[config.mk]
export PLATFORM = sky130hd
export DESIGN_NAME = quad_corr_cascade_sum
export DESIGN_NICKNAME = d
export VERILOG_FILES = /design/src/rtl/quad_corr_cascade_sum.sv
export SDC_FILE = /design/constraint.sdc
export NUM_CORES = 1
export LEC_CHECK = 0
export ABC_AREA = 1
export BUFFER_PORTS_ARGS = -buffer_cell sky130_fd_sc_hd__buf_2
export CORE_MARGIN = 4
export CORE_UTILIZATION = 60
export CTS_CLUSTER_DIAMETER = 200
export DETAILED_ROUTE_END_ITERATION = 12
export PLACE_DENSITY = 0.87
export SYNTH_ARGS = -nofsm -noshare
export SYNTH_HDL_FRONTEND = slang
export SYNTH_SLANG_ARGS = --single-unit
[constraint.sdc]
create_clock -name clk -period 4.2 [get_ports clk]
set_input_delay 1.05 -clock clk [delete_from_list [all_inputs] [get_ports clk]]
set_output_delay 1.05 -clock clk [all_outputs]
set_load 0.02 [all_outputs]
[src/rtl/quad_corr_cascade_sum.sv]
// rtl/quad_corr_cascade_sum.sv - aligned six-stage adder cascade with threshold flag and windowed peak
//
// Ports:
//   clk, rst                 system clock, synchronous active-high reset
//   STAGE1A..STAGE4B         unregistered partition buses, set t at cycle t
//   STAGE5A..STAGE6B         registered pre-add buses, set t at cycle t+1
//   THRESHOLD                unsigned trigger threshold, sampled every clock
//   SUM_OUT / SUM_VALID      total of one aligned set, post-fill qualifier
//   OVER_THR                 SUM_VALID && SUM_OUT >= THRESHOLD, one clock later
//   MAX_OUT / MAX_IDX        peak and in-window position of the last full window
//   MAX_VALID                one-clock strobe when MAX_OUT/MAX_IDX update
module quad_corr_cascade_sum #(
  parameter int DSPBITS = 12,
  parameter int SUMBITS = 12,
  parameter int WINDOW  = 8,
  parameter int IDXBITS = 8
) (
  input  logic               clk,
  input  logic               rst,
  input  logic [DSPBITS-1:0] STAGE1A,
  input  logic [DSPBITS-1:0] STAGE1B,
  input  logic [DSPBITS-1:0] STAGE2A,
  input  logic [DSPBITS-1:0] STAGE2B,
  input  logic [DSPBITS-1:0] STAGE3A,
  input  logic [DSPBITS-1:0] STAGE3B,
  input  logic [DSPBITS-1:0] STAGE4A,
  input  logic [DSPBITS-1:0] STAGE4B,
  input  logic [DSPBITS-1:0] STAGE5A,
  input  logic [DSPBITS-1:0] STAGE5B,
  input  logic [DSPBITS-1:0] STAGE6A,
  input  logic [DSPBITS-1:0] STAGE6B,
  input  logic [SUMBITS-1:0] THRESHOLD,
  output logic [SUMBITS-1:0] SUM_OUT,
  output logic               SUM_VALID,
  output logic               OVER_THR,
  output logic [SUMBITS-1:0] MAX_OUT,
  output logic [IDXBITS-1:0] MAX_IDX,
  output logic               MAX_VALID
);

  localparam int WB   = (DSPBITS > SUMBITS) ? DSPBITS : SUMBITS;
  // Triangular delay store: stage s (0-based) owns s taps starting at s*(s-1)/2.
  localparam int NTAP = 15;
  localparam logic [IDXBITS-1:0] LAST = IDXBITS'(WINDOW - 1);

  typedef enum logic {FILL, RUN} state_t;

  function automatic logic [SUMBITS-1:0] fit(input logic [DSPBITS-1:0] x);
    logic [WB-1:0] w;
    w = WB'(x);
    return w[SUMBITS-1:0];
  endfunction

  logic [SUMBITS-1:0] al_a_q [4];
  logic [SUMBITS-1:0] al_a_d [4];
  logic [SUMBITS-1:0] al_b_q [4];
  logic [SUMBITS-1:0] al_b_d [4];
  logic [SUMBITS-1:0] src_a  [6];
  logic [SUMBITS-1:0] src_b  [6];
  logic [SUMBITS-1:0] tap_a  [6];
  logic [SUMBITS-1:0] tap_b  [6];
  logic [SUMBITS-1:0] dl_a_q [NTAP];
  logic [SUMBITS-1:0] dl_a_d [NTAP];
  logic [SUMBITS-1:0] dl_b_q [NTAP];
  logic [SUMBITS-1:0] dl_b_d [NTAP];
  logic [SUMBITS-1:0] p_q    [6];
  logic [SUMBITS-1:0] p_d    [6];
  logic [6:0]         vld_q, vld_d;
  state_t             state_q, state_d;
  logic [IDXBITS-1:0] cnt_q, cnt_d;
  logic [SUMBITS-1:0] run_max_q, run_max_d;
  logic [IDXBITS-1:0] run_idx_q, run_idx_d;
  logic [SUMBITS-1:0] max_out_q, max_out_d;
  logic [IDXBITS-1:0] max_idx_q, max_idx_d;
  logic               max_valid_q, max_valid_d;
  logic               over_thr_q, over_thr_d;
  logic               sum_valid;
  logic [SUMBITS-1:0] sum_q;
  logic               take;

  assign sum_valid = vld_q[6];
  assign sum_q     = p_q[5];

  // Stages 1-4 get one register so they line up with the already-registered 5-6.
  always_comb begin
    al_a_d[0] = fit(STAGE1A);  al_b_d[0] = fit(STAGE1B);
    al_a_d[1] = fit(STAGE2A);  al_b_d[1] = fit(STAGE2B);
    al_a_d[2] = fit(STAGE3A);  al_b_d[2] = fit(STAGE3B);
    al_a_d[3] = fit(STAGE4A);  al_b_d[3] = fit(STAGE4B);
    for (int s = 0; s < 4; s++) begin
      src_a[s] = al_a_q[s];
      src_b[s] = al_b_q[s];
    end
    src_a[4] = fit(STAGE5A);  src_b[4] = fit(STAGE5B);
    src_a[5] = fit(STAGE6A);  src_b[5] = fit(STAGE6B);
  end

  // Stage s waits s clocks so its operands meet the partial sum of the same set.
  always_comb begin
    dl_a_d   = dl_a_q;
    dl_b_d   = dl_b_q;
    tap_a[0] = src_a[0];
    tap_b[0] = src_b[0];
    for (int s = 1; s < 6; s++) begin
      dl_a_d[s*(s-1)/2] = src_a[s];
      dl_b_d[s*(s-1)/2] = src_b[s];
      for (int j = 1; j < 5; j++) begin
        if (j < s) begin
          dl_a_d[s*(s-1)/2 + j] = dl_a_q[s*(s-1)/2 + j - 1];
          dl_b_d[s*(s-1)/2 + j] = dl_b_q[s*(s-1)/2 + j - 1];
        end
      end
      tap_a[s] = dl_a_q[s*(s-1)/2 + s - 1];
      tap_b[s] = dl_b_q[s*(s-1)/2 + s - 1];
    end
  end

  always_comb begin
    p_d[0] = tap_a[0] + tap_b[0];
    for (int s = 1; s < 6; s++) begin
      p_d[s] = p_q[s-1] + tap_a[s] + tap_b[s];
    end
    vld_d = {vld_q[5:0], 1'b1};
  end

  always_comb begin
    state_d     = state_q;
    cnt_d       = cnt_q;
    run_max_d   = run_max_q;
    run_idx_d   = run_idx_q;
    max_out_d   = max_out_q;
    max_idx_d   = max_idx_q;
    max_valid_d = 1'b0;
    over_thr_d  = sum_valid && (sum_q >= THRESHOLD);
    take        = 1'b0;
    case (state_q)
      FILL: begin
        // The first valid sample is also window position 0.
        if (sum_valid) begin
          state_d = RUN;
          take    = 1'b1;
        end
      end
      RUN:     take = sum_valid;
      default: state_d = FILL;
    endcase
    if (take) begin
      if (cnt_q == '0) begin
        run_max_d = sum_q;
        run_idx_d = '0;
      end else if (sum_q > run_max_q) begin
        run_max_d = sum_q;
        run_idx_d = cnt_q;
      end
      if (cnt_q == LAST) begin
        // Publish including this final sample, in the same edge.
        cnt_d       = '0;
        max_out_d   = run_max_d;
        max_idx_d   = run_idx_d;
        max_valid_d = 1'b1;
      end else begin
        cnt_d = cnt_q + 1'b1;
      end
    end
  end

  always_ff @(posedge clk) begin
    if (rst) begin
      al_a_q      <= '{default: '0};
      al_b_q      <= '{default: '0};
      dl_a_q      <= '{default: '0};
      dl_b_q      <= '{default: '0};
      p_q         <= '{default: '0};
      vld_q       <= '0;
      state_q     <= FILL;
      cnt_q       <= '0;
      run_max_q   <= '0;
      run_idx_q   <= '0;
      max_out_q   <= '0;
      max_idx_q   <= '0;
      max_valid_q <= 1'b0;
      over_thr_q  <= 1'b0;
    end else begin
      al_a_q      <= al_a_d;
      al_b_q      <= al_b_d;
      dl_a_q      <= dl_a_d;
      dl_b_q      <= dl_b_d;
      p_q         <= p_d;
      vld_q       <= vld_d;
      state_q     <= state_d;
      cnt_q       <= cnt_d;
      run_max_q   <= run_max_d;
      run_idx_q   <= run_idx_d;
      max_out_q   <= max_out_d;
      max_idx_q   <= max_idx_d;
      max_valid_q <= max_valid_d;
      over_thr_q  <= over_thr_d;
    end
  end

  assign SUM_OUT   = sum_q;
  assign SUM_VALID = sum_valid;
  assign OVER_THR  = over_thr_q;
  assign MAX_OUT   = max_out_q;
  assign MAX_IDX   = max_idx_q;
  assign MAX_VALID = max_valid_q;

endmodule

==> results of run 1 <==
## registers in the layout (all words and copies together), names as in the netlist, 12 cells and up
name	count
dl_a_d	120
dl_b_d	120
dl_a_q	60
dl_b_q	60
p_q	60
al_a_q	48
al_b_q	48
MAX_OUT	12
SUM_OUT	12
run_max_q	12
## per-stage QoR
step	instance area, um2	hold slack, ns
6_report	24700	0.390
4_1_cts	24700	0.387
5_1_grt	24700	0.398
3_3_place_gp	22800	0.390
3_5_place_dp	22800	0.392
2_1_floorplan	21700	0.388
## how the worst min path moves through the flow
| stage | start | endpoint | slack (ns) | cells past startpoint |
|---|---|---|---|---|
| after floorplan | dl_a_d[12]$_SDFF_PP0_ | dl_a_d[0]$_SDFF_PP0_ | 0.39 | 2 |
| after global placement | vld_q[2]$_SDFF_PP0_ | vld_q[3]$_SDFF_PP0_ | 0.39 | 2 |
| after detailed placement | dl_a_d[32]$_SDFF_PP0_ | dl_a_d[20]$_SDFF_PP0_ | 0.39 | 2 |
| after CTS | dl_b_d[121]$_SDFF_PP0_ | dl_b_d[109]$_SDFF_PP0_ | 0.39 | 2 |
| after global routing | al_a_q[14]$_SDFF_PP0_ | dl_a_d[146]$_SDFF_PP0_ | 0.40 | 2 |
| final | dl_b_d[33]$_SDFF_PP0_ | dl_b_d[21]$_SDFF_PP0_ | 0.39 | 2 |
## final cells by class
| class | count | area, um2 | share of cell area, % |
|---|---|---|---|
| clock buffer | 70 | 1510 | 6.13 |
| clock inverter | 28 | 328 | 1.33 |
| inverter | 598 | 2240 | 9.10 |
| multi-input combinational | 1271 | 7260 | 29.4 |
| sequential | 585 | 11700 | 47.5 |
| tap | 461 | 577 | 2.34 |
| timing repair buffer | 198 | 1040 | 4.22 |
## synthesized netlist by cell type, types with 12 or more instances
cell	instances	share of area, %
inv_1	588	10
fa_1	61	5.6
dfxtp_1	585	54
clkbuf_1	20	0.35
buf_2	46	1.1
nor2_1	558	9.7
ha_1	87	5.0
nand2_1	213	3.7
o21a_1	14	0.48
buf_4	13	0.45
o21ai_0	62	1.4
nand2_4	12	0.62
a21oi_1	117	2.7
nand3_1	64	1.5
## cells by family after synthesis
group                      count (synthesis)  synth area share, %
buffers and inverters                    684                 12.4
adders and majority gates                148                 10.7
xor gates and xnor gates                  18                0.727
and+or+nand+nor                          877                 16.4
AOI/OAI and AO/OA                        228                 5.74
DFF                                      585                 54.0
## worst max-delay path, stage by stage (launching register included)
cell and delay [ns]:
dfxtp_1 0.59, buf_4 0.33, buf_2 0.21
## layout by cell type, fill, tap and decap left out, types with 3 or more instances in the layout
master and n:
o31ai_1 3, clkinv_2 12, nand2_4 12, o21ai_1 10, nand2_1 213, nor3_1 8, clkbuf_8 10, ha_1 87
buf_4 4, dfxtp_1 585, a21oi_1 117, a21o_1 8, clkbuf_1 6, o21ai_0 62, nor3b_1 6, clkinvlp_4 6
bufinv_16 6, nand4_1 7, o21bai_1 4, xor2_1 8, xnor2_1 10, o2111ai_1 7, inv_2 10, clkbuf_16 54
inv_1 588, o21a_1 14, nand3_1 64, fa_1 61, nor2_1 558, buf_2 191
## power breakdown
group / leakage (nW) / internal [W] / switching (W)
sequential: 4.80 / 0.00578 / 0.000104
combinational: 6.27 / 0.000347 / 0.000587
clock: 0.897 / 0.00291 / 0.00207
total: 12.0 / 0.00904 / 0.00276
## layer usage
metal,GRT usage (%),vias to the layer above,wire [um]
met4,7.47,0,1120
met2,36.9,396,19900
li1,-,7792,-
met3,3.35,83,2180
met5,0,-,0
met1,27.0,6797,18600
==> impl_metrics.ini, run 1 <==
[power_and_ir_drop]
p_leak_nw = 12.0
vdd_drop_max_mv = 0.388
power_density_nw_per_um2 = 478
total_power_w = 0.0118

[worst_setup_path]
r2r_cells = 10
cp-start-kind = register
rrSetupSlack_ns = 1.69
crit_type = reg -> out
cp-end-kind = output pin
crit_start = vld_q[6]$_SDFF_PP0_
r2r-end = p_q[21]$_SDFF_PP0_
required_ns = 3.15
worst_ep_arrival_time_ns = 1.73
critPathMaxFanout = 20
rr_startpoint = dl_a_q[61]$_SDFF_PP0_
cp-endpoint = SUM_VALID

[logic_synthesis]
avgSynthCellArea_um2 = 8.53
yosys_most_used_dff = dfxtp_1
synthCells = 2540
synth_fp_nets = 2846
seq_area_frac_synth_pct = 54.0
ys_ff_latch = 585
postSynth.asyncResetShare_pct = 0
synth_area_um2 = 21700
synth_edf_count = 0
yosysUniqueCellTypes = 38
synth-warning-count = 0

[global_route]
grt_usage_pct = 21.2
grt_overflow = 0
grt_pass1_wl_um = 69100
antenna_found_initial = 0
grt_pass1_vias = 15000
grt_max_degree = 169

[cts]
ctsLongestPathBuffers = 3
numClockSinks = 585
clk_latency_ns = 0.59
htree_levels = 2
root_buffer = clkbuf_16
postCtsHoldBufs = 0
cts_setup_buffers = 0
cts_buffers = 53
cts_resized = 0
cts_tree = built
clkTransAtPathRegs_ns = 0.06

[timing]
finalSetupTns_ns = 0
skew_ns = 0.0276
fin_crit_ns = 2.78
period_share_pct = 66.2
hold_viol = 0
setup_ws_ns = 1.42
tightest_slew_ns = 1.01
setup-violations-final = 0
fmax_ghz = 0.359
slew_viol_final = 0
maxSlewHeadroom_pct = 32.6
grt_setup_unrepaired = no

[placement]
dpl_worst_slack_ns = 1.49
hpwl_um = 28600
place_congestion = 0.895
dpl.cell_count = 3113
io_buffers = 192

[die]
core-area_um2 = 35600
dieArea_um2 = 39200
start_util_pct = 60.9
die_y_um = 198
io_pins = 193
die_w_um = 198
rows = 69

[drt]
drt_iter0_markers = 892
post_drt_via_cell_ratio = 4.69
drc = 0
firstDrtPassIters = 5
vias = 15100
wl_um = 41900
ant_nets = 0
routedWlPerCell_um = 13.0

[layout]
diodes = 0
drive_gt1_share_pct = 11.5
syn_to_final_growth_pct = 13.9
fill_cells = 2587
stdcell_count = 3211
final_util_pct = 69.4
final_nets = 3013

[status]
run_status = completed

[worst_hold_path]
hold_path_class = reg -> reg

[flow_run]
maxCapViolCount = 0
(Power assumes the default switching activity.)
==> run 2: changes to the inputs <==
--- a/config.mk
+++ b/config.mk
@@ -5,13 +5,13 @@
 export SDC_FILE = /design/constraint.sdc
 export NUM_CORES = 1
 export LEC_CHECK = 0
-export ABC_AREA = 1
+export ABC_AREA = 0
 export BUFFER_PORTS_ARGS = -buffer_cell sky130_fd_sc_hd__buf_2
 export CORE_MARGIN = 4
-export CORE_UTILIZATION = 60
+export CORE_UTILIZATION = 58
 export CTS_CLUSTER_DIAMETER = 200
 export DETAILED_ROUTE_END_ITERATION = 12
-export PLACE_DENSITY = 0.87
+export PLACE_DENSITY = 0.85
 export SYNTH_ARGS = -nofsm -noshare
 export SYNTH_HDL_FRONTEND = slang
 export SYNTH_SLANG_ARGS = --single-unit
==> constraint.sdc (replaced) <==
create_clock -name clk -period 2.9 [get_ports clk]
set_input_delay 0.725 -clock clk [delete_from_list [all_inputs] [get_ports clk]]
set_output_delay 0.725 -clock clk [all_outputs]
set_load 0.02 [all_outputs]
==> impl_metrics.ini, run 2 <==
[status]
run_status = completed

[cts]
clk_latency_ns = 0.59
root_buffer = clkbuf_16
ctsLongestPathBuffers = 3
htree_levels = 2
cts_tree = built
clkTransAtPathRegs_ns = 0.06
numClockSinks = 585
postCtsHoldBufs = 0
cts_buffers = 53

[placement]
io_buffers = 192
hpwl_um = 24500
place_congestion = 0.860
dpl.cell_count = 2418

[die]
rows = 68
die_w_um = 197
die_y_um = 197
core-area_um2 = 34900
io_pins = 193
dieArea_um2 = 38800
start_util_pct = 59.4

[worst_setup_path]
critPathMaxFanout = 3
worst_ep_arrival_time_ns = 3.33
required_ns = 3.37
crit_type = reg -> reg
cp-start-kind = register
cp-end-kind = register

[layout]
stdcell_count = 2512
layout_common_cells = dfxtp_1 (585), nor2b_1 (493), buf_2 (191), nor2_1 (88), ha_1 (87)
regArea_um2 = 11700
drive_gt1_share_pct = 16.3
final_nets = 2325
syn_to_final_growth_pct = 15.2
multi_input_area_um2 = 8330
fill_cells = 2411
layout_commonest_cell = dfxtp_1
diodes = 0

[power_and_ir_drop]
p_sw_share_pct = 21.7
switchingPower_w = 0.00364
pwr-share-seq_pct = 50.6
internal_power_w = 0.0131
vdd_drop_max_mv = 0.496
combinationalPowerShare_pct = 7.3
p_leak_nw = 10.5
power.share.clock_pct = 42.1
power_density_nw_per_um2 = 704

[drt]
firstDrtPassIters = 5
ant_nets = 0
vias = 12400
drt_iter0_markers = 447
routedWlPerCell_um = 14.4
drc = 0
post_drt_via_cell_ratio = 4.95
wl_um = 36100

[logic_synthesis]
seq_area_frac_synth_pct = 56.5
synth_area_um2 = 20700
synth.top_cell.area_share_pct = 56.5
yosys_most_used_dff = dfxtp_1
synth_fp_nets = 2153
synthTopCellsByArea = dfxtp_1 (57%), nor2b_1 (15%), fa_1 (5.9%)
yosysUniqueCellTypes = 52
avgSynthCellArea_um2 = 11.2
synthTopCellsByCount = dfxtp_1 (585), nor2b_1 (494), nor2_1 (88)
synthCells = 1847
ys_ff_latch = 585
postSynth.asyncResetShare_pct = 0
synth_top_cell_by_area = dfxtp_1
synth-warning-count = 0
synth_edf_count = 0
synth_most_common_cell = dfxtp_1

[timing]
skew_ns = 0.0199
whs_ns = 0.347
tightest_slew_ns = 1.15
fin_crit_ns = 2.85
maxSlewHeadroom_pct = 23.2
hold_viol = 0
period_share_pct = 98.4
setup-violations-final = 0
fmax_ghz = 0.350
slew_viol_final = 0

[global_route]
grt_pass1_wl_um = 59700
antenna_found_initial = 0
grt_overflow = 0
grt_pass1_vias = 12900
grt_max_degree = 168
grt_usage_pct = 18.4

[flow_run]
maxCapViolCount = 0

[worst_hold_path]
hold_path_class = in -> reg
run 2: metrics by stage:
stage / worst slack, ns / cell area (um2) / power [W] / util [%] / setup TNS (ns)
after floorplan: 0.210 / 20700 / 0.00950 / - / 0
after global placement: 0.145 / 22000 / 0.00981 / 63.1 / 0
after detailed placement: 0.00757 / 22000 / 0.00988 / 63.1 / 0
after CTS: 0.00780 / 23800 / 0.0170 / 68.3 / 0
after global routing: -0.0330 / 23800 / 0.0175 / 68.4 / -0.0464
final: 0.0463 / 23800 / 0.0168 / 68.4 / 0
run 2: layout make-up:
type                       count  area share [%]
sequential                   585            49.1
multi-input combinational   1093            34.9
clock buffer                  76            6.43
timing repair buffer         209            4.82
tap                          455            2.39
inverter                      77            1.21
clock inverter                17            1.12
run 2: cells by family (layout without fill, tap and decap cells):
family / Yosys count / in the layout / synth area share (%)
AOI/OAI and AO/OA: 198 / 198 / 6.89
xor gates and xnor gates: 30 / 30 / 1.27
adders and majority gates: 148 / 148 / 11.2
buffers and inverters: 169 / 379 / 3.37
DFF: 585 / 585 / 56.5
muxes: 26 / 26 / 1.39
and+or+nand+nor: 691 / 691 / 19.4
run 2: repair_timing:
item,4_1_cts,5_1_grt
hold endpoints to repair,0,0
resized for setup,0,14
setup buffers,0,1
setup endpoints to repair,0,9
run 2: worst max-delay path, cell delays in order (launching register included):
cell     delay (ns)
dfxtp_1        0.31
fa_1           0.47
ha_1           0.25
fa_1           0.42
a21o_1         0.18
a21oi_1        0.24
o21ai_1        0.16
and2_1         0.20
o22ai_1        0.15
mux2_2         0.35
run 2: power groups by stage:
stage / sequential, W / combinational (W) / clock, W
floorplan: 0.00862 / 0.000877 / 0
global placement: 0.00866 / 0.00115 / 0
detailed placement: 0.00867 / 0.00121 / 0
CTS: 0.00850 / 0.00123 / 0.00723
global route: 0.00852 / 0.00138 / 0.00755
finish: 0.00850 / 0.00123 / 0.00706
run 2: layer usage:
layer	track usage, %	part of all wire (%)
met3	3.44	4.5
met1	22.3	42
met5	0	0
met2	33.2	51
met4	6.06	2.4
run 2: path summary, 6_finish.rpt:
kind                     startpoint                endpoint  slack, ns  depth (start not counted)
max          dl_a_q[169]$_SDFF_PP0_      p_q[57]$_SDFF_PP0_       0.05                          9
min                      STAGE3B[4]   al_b_q[16]$_SDFF_PP0_       0.35                          2
max reg2reg  dl_a_q[169]$_SDFF_PP0_      p_q[57]$_SDFF_PP0_       0.05                          9
min reg2reg    al_b_q[4]$_SDFF_PP0_  dl_b_d[124]$_SDFF_PP0_       0.42                          1
